[config.mk]
export PLATFORM = sky130hd
export DESIGN_NAME = ftoi_pipe
export DESIGN_NICKNAME = d
export VERILOG_FILES = /design/src/rtl/ftoi_pipe.sv
export SDC_FILE = /design/constraint.sdc
export NUM_CORES = 1
export LEC_CHECK = 0
export CAP_MARGIN = 20
export CORE_ASPECT_RATIO = 0.8
export CORE_MARGIN = 10
export CORE_UTILIZATION = 53
export DETAILED_ROUTE_END_ITERATION = 10
export PLACE_DENSITY = 0.79
export SLEW_MARGIN = 15
export SYNTH_ARGS = -nofsm -noshare
export SYNTH_HDL_FRONTEND = slang
export SYNTH_SLANG_ARGS = --single-unit
[constraint.sdc]
create_clock -name clk -period 3.1 [get_ports clk]
set_clock_uncertainty 0.05 [all_clocks]
set_input_delay 0.62 -clock clk [delete_from_list [all_inputs] [get_ports clk]]
set_output_delay 0.62 -clock clk [all_outputs]
set_load 0.005 [all_outputs]
[src/rtl/ftoi_pipe.sv]
// ftoi_pipe: two-stage float32 -> int32 converter, round half away from zero.
// Build option FTOI_SAT_EN: saturate out-of-range results instead of 0x80000000.
module ftoi_pipe (
  input  logic        clk,
  input  logic        rstn,
  input  logic        x_valid,
  output logic        x_ready,
  input  logic [31:0] x,
  output logic        y_valid,
  input  logic        y_ready,
  output logic [31:0] y,
  output logic        ovf
);

  logic        s1_valid_q;
  logic        s1_sign_q;
  logic        s1_ovf_q;
  logic [32:0] s1_a_q;
  logic        y_valid_q;
  logic [31:0] y_q;
  logic        ovf_q;

  logic        s2_load;
  logic [7:0]  e;
  logic [23:0] mant;
  logic [31:0] shr;
  logic [32:0] a_d;
  logic        ovf_d;
  logic [31:0] mag;
  logic [31:0] y_d;

`ifdef FTOI_SAT_EN
  logic        s1_nan_q;
  logic        nan_d;
  assign nan_d = (e == 8'd255) && (x[22:0] != 23'd0);
`endif

  assign s2_load = !y_valid_q || y_ready;
  assign x_ready = !s1_valid_q || s2_load;
  assign y_valid = y_valid_q;
  assign y       = y_q;
  assign ovf     = ovf_q;

  assign e    = x[30:23];
  assign mant = {1'b1, x[22:0]};

  // Stage 1: align the mantissa into {integer magnitude, round bit}.
  always_comb begin
    a_d   = '0;
    ovf_d = 1'b0;
    shr   = '0;
    if (e <= 8'd125) begin
      a_d = '0;
    end else if (e <= 8'd149) begin
      // Shift one less than needed so the round bit lands in bit 0.
      shr = {8'b0, mant} >> (8'd149 - e);
      a_d = {1'b0, shr};
    end else if (e <= 8'd157) begin
      a_d = {{8'b0, mant} << (e - 8'd150), 1'b0};
    end else begin
      // -2^31 is the only representable value with e >= 158.
      ovf_d = !(x[31] && (e == 8'd158) && (x[22:0] == 23'd0));
      a_d   = {32'h8000_0000, 1'b0};
    end
  end

  // Stage 2: round, apply sign, substitute the overflow value.
  always_comb begin
    mag = s1_a_q[32:1] + {31'b0, s1_a_q[0]};
    y_d = s1_sign_q ? (~mag + 32'd1) : mag;
    if (s1_ovf_q) begin
`ifdef FTOI_SAT_EN
      if (s1_nan_q || !s1_sign_q) y_d = 32'h7FFF_FFFF;
      else                        y_d = 32'h8000_0000;
`else
      y_d = 32'h8000_0000;
`endif
    end
  end

  // Stage 1 register: loads whenever the stage can accept.
  always_ff @(posedge clk or negedge rstn) begin
    if (!rstn) begin
      s1_valid_q <= 1'b0;
      s1_sign_q  <= 1'b0;
      s1_ovf_q   <= 1'b0;
      s1_a_q     <= '0;
    end else if (x_ready) begin
      s1_valid_q <= x_valid;
      s1_sign_q  <= x[31];
      s1_ovf_q   <= ovf_d;
      s1_a_q     <= a_d;
    end
  end

`ifdef FTOI_SAT_EN
  // NaN flag travels alongside stage 1 for saturation.
  always_ff @(posedge clk or negedge rstn) begin
    if (!rstn)        s1_nan_q <= 1'b0;
    else if (x_ready) s1_nan_q <= nan_d;
  end
`endif

  // Output register: holds while the consumer stalls.
  always_ff @(posedge clk or negedge rstn) begin
    if (!rstn) begin
      y_valid_q <= 1'b0;
      y_q       <= '0;
      ovf_q     <= 1'b0;
    end else if (s2_load) begin
      y_valid_q <= s1_valid_q;
      y_q       <= y_d;
      ovf_q     <= s1_valid_q && s1_ovf_q;
    end
  end

endmodule

==> impl_metrics.tcl <==
set metrics [dict create \
    dp_hpwl_um 17560 \
    worstPathArrival_ns 3.34 \
    vias 7177 \
    ff2ff_setup_slack_ns -0.07 \
    tritoncts "done" \
    synth-seq-area-share_pct 26.48 \
    core_area_sq_mm 0.01221 \
    htreeDepth 3 \
    ff2ff_path_depth 12 \
    port_buffers 70 \
    grt_max_degree 37 \
    grt_overflow 0 \
    powerDensity_mw_per_mm2 437.0 \
    viasPerCell 6.346 \
    crit_required_ns 3.27 \
    yosys_warnings 0 \
    cts.sinks 70 \
    crit_chain "ha_4 -> ha_4 -> inv_4 -> ha_4 -> or4b_4 -> o31ai_4 -> o311ai_4 -> a2111oi_4 -> o211ai_2 -> o31ai_2 -> xnor2_1 -> o21ai_1" \
    vdd_drop_max_mv 0.2990 \
    drc_errors 0 \
    hold_ws_ns 0.2741 \
    ys.flop_type "dfrtp_1" \
    final_cell_mix "nand2_1, buf_4, o21ai_0, dfrtp_1, clkdlybuf4s50_1" \
    p_sw_share_pct 34.28 \
    clk_latency_ns 0.34 \
    relSlewSlack_pct 55.08 \
    cts_hold_buf 0 \
    drtIter0Drc 791 \
    firstDrtPassIters 5 \
    p_comb_share_pct 39.7 \
    critPathKind "flop to flop" \
    hold_path.class "input pin to asynchronous set/reset pin" \
    track_usage_pct 25.23 \
    fillers 990 \
    crit_path_frequent_cell "ha_4" \
    clockBufferDepth 2 \
    area_delta_synth_final_pct 29.99 \
    die_h_um 119.9 \
    ant_nets 0 \
    drt-total-wl_um 22970 \
    start_util_pct 54.20 \
    hold_viol 0 \
    p_leak_nw 3.529 \
    reg2reg_to "y[30]" \
    critPathLaunchType "flop" \
    end_kind "flop" \
    p_int_mw 2.470 \
    final_core_util_pct 70.46 \
    nets 997 \
    diodes 0 \
    synth_nets 874 \
    rows 36 \
    syn_area_sq_mm 0.006616 \
    numCtsBuffers 9 \
    synthCells 832 \
    final_common_cell "nand2_1" \
    netlist-cell-type-count 80 \
    p_sw_mw 1.288 \
    cap_violations 0 \
    fp.dieW_um 144.9 \
    grt_pass1_wl_um 36610 \
    synth-seq-cells 70 \
    tightest_slew_ns 0.6690 \
    dp_slack_ns -0.05843 \
    clock.fmax_ghz 0.3158 \
    multiInputGateArea_sq_mm 0.004656 \
    status "finished, violations left" \
    root_buffer "clkbuf_16" \
    period_needed_ns 3.166 \
    p_clk_share_pct 29.9 \
    finalMaxSlewViolations 0 \
    post_drt_wl_per_cell_um 20.31 \
    failed_checks "negative setup slack" \
    crit_path_max_incr_delay_ns 0.47 \
    synth_edf_count 0 \
    seqPwrFrac_pct 30.4 \
    crit_fanout 3 \
    clkTransAtPathRegs_ns 0.06 \
    grt_pass1_vias 6857 \
    ys_async_sr_fraction_pct 100.0 \
    drive_gt1_share_pct 19.90 \
    setup-tns-final_ns -0.06621 \
    p_total_mw 3.758 \
    rsz0062_at_grt "true" \
    layout_setup_ws_ns -0.06621 \
    gp_congestion 1.002 \
    post_synth.cell_area_avg_sq_um 7.952 \
    pin_count 71 \
    critical_path.slowest_cell "or4b_4" \
    period_share_pct 102.1 \
    r2r-start "s1_a_q[1]" \
    antenna_found_initial 1 \
    regArea_sq_mm 0.001752 \
    setup_viol 1 \
    die-area_sq_mm 0.01738 \
]
[routing by layer]
metal / vias up / global-route usage, % / routed length (um)
met4: 2 / 5.860 / 454
met5: - / 0 / 13
li1: 3294 / - / -
met3: 45 / 6.534 / 2447
met1: 3432 / 35.46 / 10020
met2: 404 / 37.86 / 10030
[flip-flops by register name, summed over array words and instances, names as in the netlist]
name and cells:
s1_a_q 33, y 32, ovf 1, s1_ovf_q 1, s1_sign_q 1, s1_valid_q 1, y_valid 1
[worst max-delay path: cells and delay by family (launching register included)]
kind | cells | cell delay [ns]
buf+inv | 1 | 0.06
compound gates | 6 | 1.33
fa+ha+maj | 3 | 0.55
flops | 1 | 0.42
xor+xnor | 1 | 0.14
simple gates | 1 | 0.47
[cells in the mapped netlist, drive strengths merged (8+ instances only)]
cell	n	area, sq um
and3	9	56.30
xor2	24	210.2
inv	14	52.55
mux2	9	101.4
o31ai	16	140.1
nand2	120	457.9
a211oi	8	65.06
a21oi	41	209.0
a22o	11	96.34
o21ai	90	450.4
mux4	10	225.2
nor2b	9	56.30
nor3	27	140.1
mux2i	40	400.4
nor4	20	155.2
a31oi	8	50.05
nand4	14	106.4
nor2	52	197.7
buf	19	106.4
xnor2	44	385.4
nand3	35	192.7
clkbuf	47	176.4
dfrtp	70	1752
[per-stage QoR]
stage          instances  cell area (sq um)
4_1_cts             1127               8483
3_5_place_dp        1111               8124
3_3_place_gp        1111               8124
6_report            1131               8601
5_1_grt             1131               8601
2_1_floorplan        832               6621
[power groups by stage]
| stage | Clock [mW] | Sequential, mW | Combinational, mW |
|---|---|---|---|
| 6_report | 1.12 | 1.14 | 1.49 |
| 5_1_grt | 1.17 | 1.16 | 1.61 |
| 4_1_cts | 1.13 | 1.14 | 1.44 |
| 3_5_place_dp | 0 | 1.15 | 1.42 |
| 3_3_place_gp | 0 | 1.15 | 1.41 |
| 2_1_floorplan | 0 | 1.13 | 0.784 |
[how the worst max path moves through the flow]
stage,from,to,slack [ns],depth (start not counted)
6_report,s1_a_q[1],y[30],-0.07,12
5_1_grt,s1_a_q[1],y[30],-0.14,13
4_1_cts,s1_a_q[0],y[30],-0.009,12
3_5_place_dp,x[24],s1_a_q[6],-0.06,8
3_3_place_gp,x[24],s1_a_q[6],-0.03,8
2_1_floorplan,x[24],s1_a_q[1],0.02,12
[cell families (layout without fill, tap and decap cells)]
family                   count (synthesis)  after routing  synth area share, %
AND/OR/NAND/NOR                        317            317                24.15
AO/OA/AOI/OAI                          230            230                23.07
buffers and inverters                   82            210                5.182
flip-flops                              70             70                26.48
XOR/XNOR                                68             68                9.001
multiplexers                            59             59                10.99
adder cells (fa/ha/maj)                  6              6                1.135
[final cells by class]
class	count	share of cell area, %
Multi-Input combinational cell	680	54.13
Sequential cell	70	20.37
Timing Repair Buffer	178	18.53
Clock buffer	9	2.619
Tap cell	171	2.488
Clock inverter	7	1.135
Inverter	16	0.7274
[timing repair]
item / in CTS / in global routing
gates resized for setup: 7 / 15
endpoints found under the setup margin: 9 / 21
pin swaps: 0 / 7
buffers inserted: 0 / 4
Power figures use the tool's default switching activity.
